[config.mk]
export PLATFORM = sky130hd
export DESIGN_NAME = fir_out_capture
export DESIGN_NICKNAME = d
export VERILOG_FILES = /design/src/rtl/fir_pkg.sv /design/src/rtl/sync_fifo.sv /design/src/rtl/fir_out_capture.sv
export SDC_FILE = /design/constraint.sdc
export NUM_CORES = 1
export LEC_CHECK = 0
export ABC_AREA = 1
export BUFFER_PORTS_ARGS = -buffer_cell sky130_fd_sc_hd__buf_2
export CAP_MARGIN = 20
export CORE_ASPECT_RATIO = 0.5
export CORE_MARGIN = 2
export CORE_UTILIZATION = 25
export DETAILED_ROUTE_END_ITERATION = 12
export SETUP_SLACK_MARGIN = 0.1
export SYNTH_ARGS = -nofsm -noshare
export SYNTH_HDL_FRONTEND = slang
export SYNTH_SLANG_ARGS = --single-unit
[constraint.sdc]
create_clock -name Clk -period 2.9 [get_ports Clk]
set_input_delay 0.29 -clock Clk [delete_from_list [all_inputs] [get_ports Clk]]
set_output_delay 0.29 -clock Clk [all_outputs]
set_load 0.005 [all_outputs]
[src/rtl/fir_pkg.sv]
// fir_pkg: shared widths, saturation limits and capture state encoding for the FIR output path
package fir_pkg;
  localparam int FIR_OUT_W = 14;
  localparam int DOUT_W    = 8;
  localparam int SAT_MAX   = 127;
  localparam int SAT_MIN   = -128;
  typedef enum logic [1:0] {IDLE, FILL, RUN} cap_state_t;
endpackage

[src/rtl/sync_fifo.sv]
// sync_fifo: single-clock FIFO with extra-bit pointers; Dout reads 0 while empty
module sync_fifo #(
  parameter int WIDTH = 8,
  parameter int DEPTH = 8,
  localparam int AW = $clog2(DEPTH)
) (
  input  logic             Clk,
  input  logic             Rst_n,
  input  logic             Push,
  input  logic             Pop,
  input  logic [WIDTH-1:0] Din,
  output logic [WIDTH-1:0] Dout,
  output logic             Full,
  output logic             Empty,
  output logic [AW:0]      Count
);
  logic [WIDTH-1:0] mem [DEPTH];
  logic [AW:0] wr_ptr, rd_ptr;
  logic do_push, do_pop;
  assign Empty   = wr_ptr == rd_ptr;
  assign Full    = (wr_ptr[AW] != rd_ptr[AW]) && (wr_ptr[AW-1:0] == rd_ptr[AW-1:0]);
  assign Count   = wr_ptr - rd_ptr;
  assign do_pop  = Pop && !Empty;
  assign do_push = Push && (!Full || do_pop);
  assign Dout    = Empty ? '0 : mem[rd_ptr[AW-1:0]];
  // pointers advance on accepted push/pop; the extra MSB distinguishes full from empty
  always_ff @(posedge Clk or negedge Rst_n)
    if (!Rst_n) begin
      wr_ptr <= '0;
      rd_ptr <= '0;
    end else begin
      if (do_push) wr_ptr <= wr_ptr + 1'b1;
      if (do_pop) rd_ptr <= rd_ptr + 1'b1;
    end
  // storage needs no reset: an entry is only visible once written
  always_ff @(posedge Clk)
    if (do_push) mem[wr_ptr[AW-1:0]] <= Din;
endmodule

[src/rtl/fir_out_capture.sv]
// fir_out_capture: drops FIR pipeline-fill samples, rescales to 8-bit and queues them for a valid/ready sink
module fir_out_capture
  import fir_pkg::*;
#(
  parameter int TAPS  = 13,
  parameter int SHIFT = 6,
  parameter int DEPTH = 8
) (
  input  logic                   Clk,
  input  logic                   Rst_n,
  input  logic [FIR_OUT_W-1:0]   Fir_out,
  input  logic                   En,
  input  logic                   Start,
  input  logic                   Stop,
  output logic [DOUT_W-1:0]      Dout,
  output logic                   Dout_valid,
  input  logic                   Dout_ready,
  output logic                   Filling,
  output logic                   Ovf,
  output logic [$clog2(DEPTH):0] Count
);
  localparam int CW = $clog2(TAPS);
  localparam logic signed [FIR_OUT_W:0] HALF = (FIR_OUT_W+1)'(1 << (SHIFT-1));
  cap_state_t state, state_nxt;
  logic [CW-1:0] fill_cnt, fill_nxt;
  logic signed [FIR_OUT_W:0] biased, shifted;
  logic [DOUT_W-1:0] scaled;
  logic push, pop, full, empty;
  // round half up, arithmetic shift, then clamp to the signed 8-bit range
  always_comb begin
    biased  = $signed({Fir_out[FIR_OUT_W-1], Fir_out}) + HALF;
    shifted = biased >>> SHIFT;
    scaled  = shifted > SAT_MAX ? DOUT_W'(SAT_MAX) :
              shifted < SAT_MIN ? DOUT_W'(SAT_MIN) : shifted[DOUT_W-1:0];
  end
  // Start overrides everything, Stop exits capture, FILL counts off TAPS-1 discarded samples
  always_comb begin
    state_nxt = state;
    fill_nxt  = fill_cnt;
    if (Start) begin
      state_nxt = FILL;
      fill_nxt  = '0;
    end else if (Stop && state != IDLE) begin
      state_nxt = IDLE;
    end else if (state == FILL && En) begin
      fill_nxt  = fill_cnt + 1'b1;
      state_nxt = fill_cnt == CW'(TAPS-2) ? RUN : FILL;
    end
  end
  assign push       = state == RUN && En && !Start && !Stop;
  assign pop        = Dout_valid && Dout_ready;
  assign Dout_valid = !empty;
  assign Filling    = state == FILL;
  // state, fill counter and sticky overflow flag (cleared by a new Start)
  always_ff @(posedge Clk or negedge Rst_n)
    if (!Rst_n) begin
      state    <= IDLE;
      fill_cnt <= '0;
      Ovf      <= 1'b0;
    end else begin
      state    <= state_nxt;
      fill_cnt <= fill_nxt;
      Ovf      <= Start ? 1'b0 : Ovf || (push && full && !pop);
    end
  sync_fifo #(.WIDTH(DOUT_W), .DEPTH(DEPTH)) u_fifo (
    .Clk   (Clk),
    .Rst_n (Rst_n),
    .Push  (push),
    .Pop   (pop),
    .Din   (scaled),
    .Dout  (Dout),
    .Full  (full),
    .Empty (empty),
    .Count (Count)
  );
endmodule

After elaboration in Yosys (flattened, before gate mapping)
Memories as Yosys holds them, arrays and structs flattened.
Index checks and enable logic that the tools add are counted.

cells by class
  $add $sub $neg = 5
  order comparisons = 2
  eq/ne operators = 7
  mux-type cells = 13
  reductions and logical operators = 22

operators with widths
  cell                     count
  $mux W8                  3
  $add A14 B7 Y15 const B  1
  $add A4 B1 Y4 const B    3
  $mux W4                  3
  $logic_and A1 B1 Y1      11
  $gt A9 B8 Y1 const B     1
  $lt A9 B8 Y1 const B     1
  $mux W2                  4
  $logic_not A1 Y1         5
  $eq A4 B4 Y1             1
  $eq A4 B4 Y1 const B     1
  $reduce_bool A2 Y1       2
  $sub A4 B4 Y4            1
  $eq A3 B3 Y1             1
  $mux W1                  3
  $reduce_bool A3 Y1       1
  $eq A2 B1 Y1 const B     1
  $eq A2 B2 Y1 const B     1
  $logic_or A1 B1 Y1       2
  $ne A2 B2 Y1 const B     1
  $reduce_and A2 Y1        1
  $ne A1 B1 Y1             1

word-level totals
  register bits after elaboration = 15
  bits in writable memories = 64
  input port bits = 20
  output and inout port bits = 15
  memories = 1

memories
  memory      depth  bits a word  rd ports  clocked after Yosys merged registers in  wr ports  RTL line         text
  u_fifo.mem  8      8            1         0                                        1         sync_fifo.sv:17  logic [WIDTH-1:0] mem [DEPTH];

Longest topological paths before layout
  depth in word-level cells = 8
  depth in mapped cells = 10

Cells and area by module
A second synthesis with hierarchy kept.

second synthesis, totals
  cells, all modules = 467
  area, all modules = 4098.9 µm²

modules (own cells, without submodules)
  module           instances  cells each  area an instance (µm²)
  sync_fifo        1          368         3489.6
  fir_out_capture  1          99          609.3

Least setup slack after synthesis
OpenSTA, ideal clock, no wires.

  kind = register to register
  start = register u_fifo.rd_ptr[1]
  end = memory u_fifo.mem[1][0] (enable)
  setup time = 0.370 ns
  arrival time = 1.710 ns
  data required time = 2.530 ns
  slack = 0.820 ns
  stages on the path, launching flop included = 10
  path buffers = 2
  cells stage by stage = dfrtp_1 > buf_6 > inv_6 > buf_6 > ha_1 > nand3_1 > nor2_2 > nand2_4 > nand3_1 > nor2_1

between the ends
  word-level cells in the longest chain between the ends = 8
  elaborated cells between the ends (all ways) = 11

RTL lines
  what                             RTL line                                text
  start: declaration               sync_fifo.sv:18                         logic [AW:0] wr_ptr, rd_ptr;
  start signal: assignment         sync_fifo.sv:33                         if (do_pop) rd_ptr <= rd_ptr + 1'b1;
  $eq A4 B4 Y1                     sync_fifo.sv:20                         assign Empty = wr_ptr == rd_ptr;
  $logic_not A1 Y1                 sync_fifo.sv:23, fir_out_capture.sv:52
  $logic_and A1 B1 Y1              fir_out_capture.sv:51                   assign pop = Dout_valid && Dout_ready;
  $logic_and A1 B1 Y1              sync_fifo.sv:23                         assign do_pop = Pop && !Empty;
  $logic_or A1 B1 Y1 *             sync_fifo.sv:24                         assign do_push = Push && (!Full || do_pop);
  $logic_and A1 B1 Y1 *            sync_fifo.sv:24
  $mux W1 *                        sync_fifo.sv:37                         if (do_push) mem[wr_ptr[AW-1:0]] <= Din;
  $mux W1 (not written as such) *  sync_fifo.sv:37
  end: declaration                 sync_fifo.sv:17

Every way passes the cells marked *; elsewhere a longest branch is shown, timed or not.

Final worst setup path
  start = register u_fifo.rd_ptr[2]
  end = output Dout[4]

between the ends
  word-level cells in the longest chain between the ends = 2
  elaborated cells between the ends (all ways) = 3

RTL lines
  what                                           RTL line               text
  $mem_v2 Z8 W8 or $eq A4 B4 Y1 (tied branches)  -
  $mux W8 *                                      sync_fifo.sv:25        assign Dout = Empty ? '0 : mem[rd_ptr[AW-1:0]];
  end: declaration                               fir_out_capture.sv:15  output logic [DOUT_W-1:0] Dout,

Marked as above.

==> key figures <==
Placement
  – Dpl cell area: 0.00437 mm^2
  – Post-DP HPWL: 5350 um
  – Place WS: 0.770 ns
  – Routability congestion estimate: 0.759
  – IO buf count: 29

Synthesis
  – Share of the synthesized area in the top cell type: 48.1%
  – Xor/xnor share of the synthesized area: 2.19%
  – Largest cells by area after synthesis: edfxtp_1 (48%), nand2_1 (14%), dfrtp_1 (9.4%), nand3_1 (5.6%), inv_1 (5.4%)
  – Area share of fa/ha/maj cells after synthesis: 2.69%
  – Post-Syn Instances: 441
  – Post-synthesis net count: 469
  – Post-synthesis compound-gate area fraction: 1.75%
  – Mux share of post-synthesis cell area: 0%
  – Cell area after synthesis: 0.00399 mm^2
  – Warnings, synthesis: 0
  – Combinational family with the most area after synthesis: simple AND/OR/NAND/NOR gates
  – Yosys cell types: 26
  – Sequential area share after synthesis: 57.5%
  – Simple-gate share of the synthesized area: 27.0%
  – #FFs+latches synth: 79
  – Mean Syn Cell Area: 9.06 um^2
  – Area leader, netlist: edfxtp_1

Clock tree
  – CTS Buf Count: 9
  – TritonCTS clock tree: yes
  – Clk slew on worst S/H paths: 0.06 ns
  – Hold buffer count at CTS: 1
  – Setup Buffers After CTS: 0
  – Post-cts resize count: 0
  – CTS root buf: clkbuf_16
  – H-tree lvl count: 3
  – Worst skew pair latency: 0.33 ns
  – Longest Clk Path Bufs: 2
  – Clock Sinks: 79

Worst setup path
  – CP cell instances: clkinv_1, ha_1, nand2_1, nor2_1, nand3_2, nand2_1, nor2_1, buf_2
  – Worst Path Buf+Inv: 2
  – Critical path's top delay family: simple AND/OR/NAND/NOR gates
  – Critical path capture point type: output pin
  – Crit path max-delay cell type: ha_1
  – CP arrival: 2.15 ns
  – Crit Path Category: flop to output pin
  – Max stage delay on crit path: 0.45 ns
  – Critical path fanouts, max: 13
  – Startpoint Class: flop
  – Required @ worst endpoint: 2.61 ns

Floorplanning
  – Die Y: 93.4 um
  – # IOs: 35
  – Area of the core: 0.0155 mm^2
  – Die Wd: 183 um
  – Core Rows: 32
  – Die ar.: 0.0171 mm^2
  – Initial Util: 25.8%

Final layout
  – Filler cell count: 1555
  – Share of cells above drive strength 1: 14.4%
  – Layout Nets: 508
  – Most frequent cells in the layout: nand2_1 (145), edfxtp_1 (64), inv_1 (57)
  – Synth-to-layout area growth: 16.8%
  – Final design instance area without fill: 0.00466 mm^2
  – Multi-input logic area: 0.00135 mm^2
  – Commonest non-fill, non-tap cell in the layout: nand2_1
  – Seq. cell area: 0.00230 mm^2
  – Antenna cells: 0

Power
  – Combinational power share: 33.6%
  – Power Total: 3.62 mW
  – Pint: 2.37 mW
  – Worst VDD drop: 0.305 mV
  – Sequential Power Share: 36.4%
  – Switching power: 1.25 mW
  – Lkg Pwr: 2.10 nW
  – Sw frac: 34.4%
  – Clk pwr share: 30.1%
  – Power Density: 775 mW/mm^2

Detailed routing
  – Drt pass-1 iters: 4
  – Drt drc: 0
  – Initial DRC Count: 158
  – Via/cell ratio: 4.09
  – Via count: 2815
  – WL per Instance: 11.4 um
  – Routed WL: 7840 um
  – Post-route ant nets: 0

STA
  – Final WS setup: 0.456 ns
  – RSZ-0062 raised after global routing: no
  – Setup violators final: 0
  – Setup tns final: 0 ns
  – Final hold vios: 0
  – Setup Skew: 0.0115 ns
  – Post-route minimum period: 2.44 ns
  – Final Max Tran Viols: 0
  – Max frequency: 409 MHz
  – Part of the cycle the worst path needs: 84.3%
  – Least-Margin Pin Slew: 0.484 ns
  – Relative slew slack: 67.8%

Global route
  – Largest net degree at the start of global routing: 35
  – First-pass GRT wire length: 13200 um
  – Initial antenna violation count: 0
  – GR Overflow Total: 0
  – Total GRT Usage: 9.87%
  – Vias in the first global route: 2656

Min path
  – Worst Hold Class: primary input to flop

Job
  – MaxCap Viol Count: 0

Run status
  – Status: finished clean
==> area by class of cell <==
cell class,count,share of cell area [%]
Sequential cell,79,49.2
Multi-Input combinational cell,287,28.8
Tap cell,204,5.47
Inverter,62,5.15
Timing Repair Buffer,41,5.10
Clock buffer,10,4.91
Clock inverter,6,1.29
==> state kept, by name, indices dropped and copies added (netlist names) <==
name / flops
u_fifo.rd_ptr: 4
Ovf: 1
u_fifo.wr_ptr: 4
u_fifo.mem: 64
state: 2
fill_cnt: 4
==> through the flow <==
step                      hold slack (ns)  utilization, %  cells
after global routing                0.168            30.1    689
after floorplan                  -0.00559               -    441
final                               0.153            30.1    689
after CTS                           0.148            30.1    689
after global placement              0.219            28.2    672
after detailed placement            0.225            28.2    672
==> routing by layer <==
| layer | up-vias | track usage, % | routed length [um] |
|---|---|---|---|
| met1 | 1275 | 12.3 | 3650 |
| met3 | 10 | 2.06 | 325 |
| met4 | 0 | 4.03 | 109 |
| met5 | - | 0 | 0 |
| met2 | 43 | 16.9 | 3750 |
| li1 | 1487 | - | - |
==> Yosys cell counts <==
cell type / number
nand2_1: 145
edfxtp_1: 64
inv_1: 57
nor2_1: 48
nand3_1: 45
dfrtp_1: 15
a21oi_1: 11
buf_6: 7
ha_1: 7
buf_2: 5
xnor2_1: 5
xor2_1: 5
nand4_1: 4
nor2_2: 4
nand2_2: 3
o21ai_0: 3
inv_2: 2
nand3_2: 2
nor2_4: 2
buf_4: 1
clkinv_1: 1
fa_1: 1
inv_4: 1
inv_6: 1
nand2_4: 1
nand3b_1: 1
==> power groups by stage <==
stage | Combinational [mW] | Sequential, mW | Clock [mW]
5_1_grt | 1.40 | 1.32 | 1.16
3_3_place_gp | 1.20 | 1.34 | 0
3_5_place_dp | 1.22 | 1.34 | 0
4_1_cts | 1.23 | 1.32 | 1.12
2_1_floorplan | 0.939 | 1.31 | 0
6_report | 1.21 | 1.31 | 1.09
==> logic make-up after synthesis <==
kind of cell,count (synthesis)
compound gates,14
xor+xnor,10
fa+ha+maj,8
buf+inv,75
flops,79
simple gates,255
==> path summary, 6_finish.rpt <==
kind                       slack (ns)  cells past startpoint                      endpoint                    startpoint
setup / recovery                 0.46                      8                       Dout[4]  u_fifo.rd_ptr[2]$_DFFE_PN0P_
hold / removal                   0.15                      2                 Ovf$_DFF_PN0_                         Start
setup reg to reg                 0.83                      8    u_fifo.mem[5][2]$_DFFE_PP_  u_fifo.rd_ptr[2]$_DFFE_PN0P_
hold reg to reg                  0.51                      2  u_fifo.rd_ptr[3]$_DFFE_PN0P_  u_fifo.rd_ptr[3]$_DFFE_PN0P_
max in group asynchronous        2.22                      2       fill_cnt[1]$_DFFE_PN0P_                         Rst_n
min in group asynchronous        0.41                      2       fill_cnt[2]$_DFFE_PN0P_                         Rst_n
Note: power is estimated with default switching activity, not from simulation.
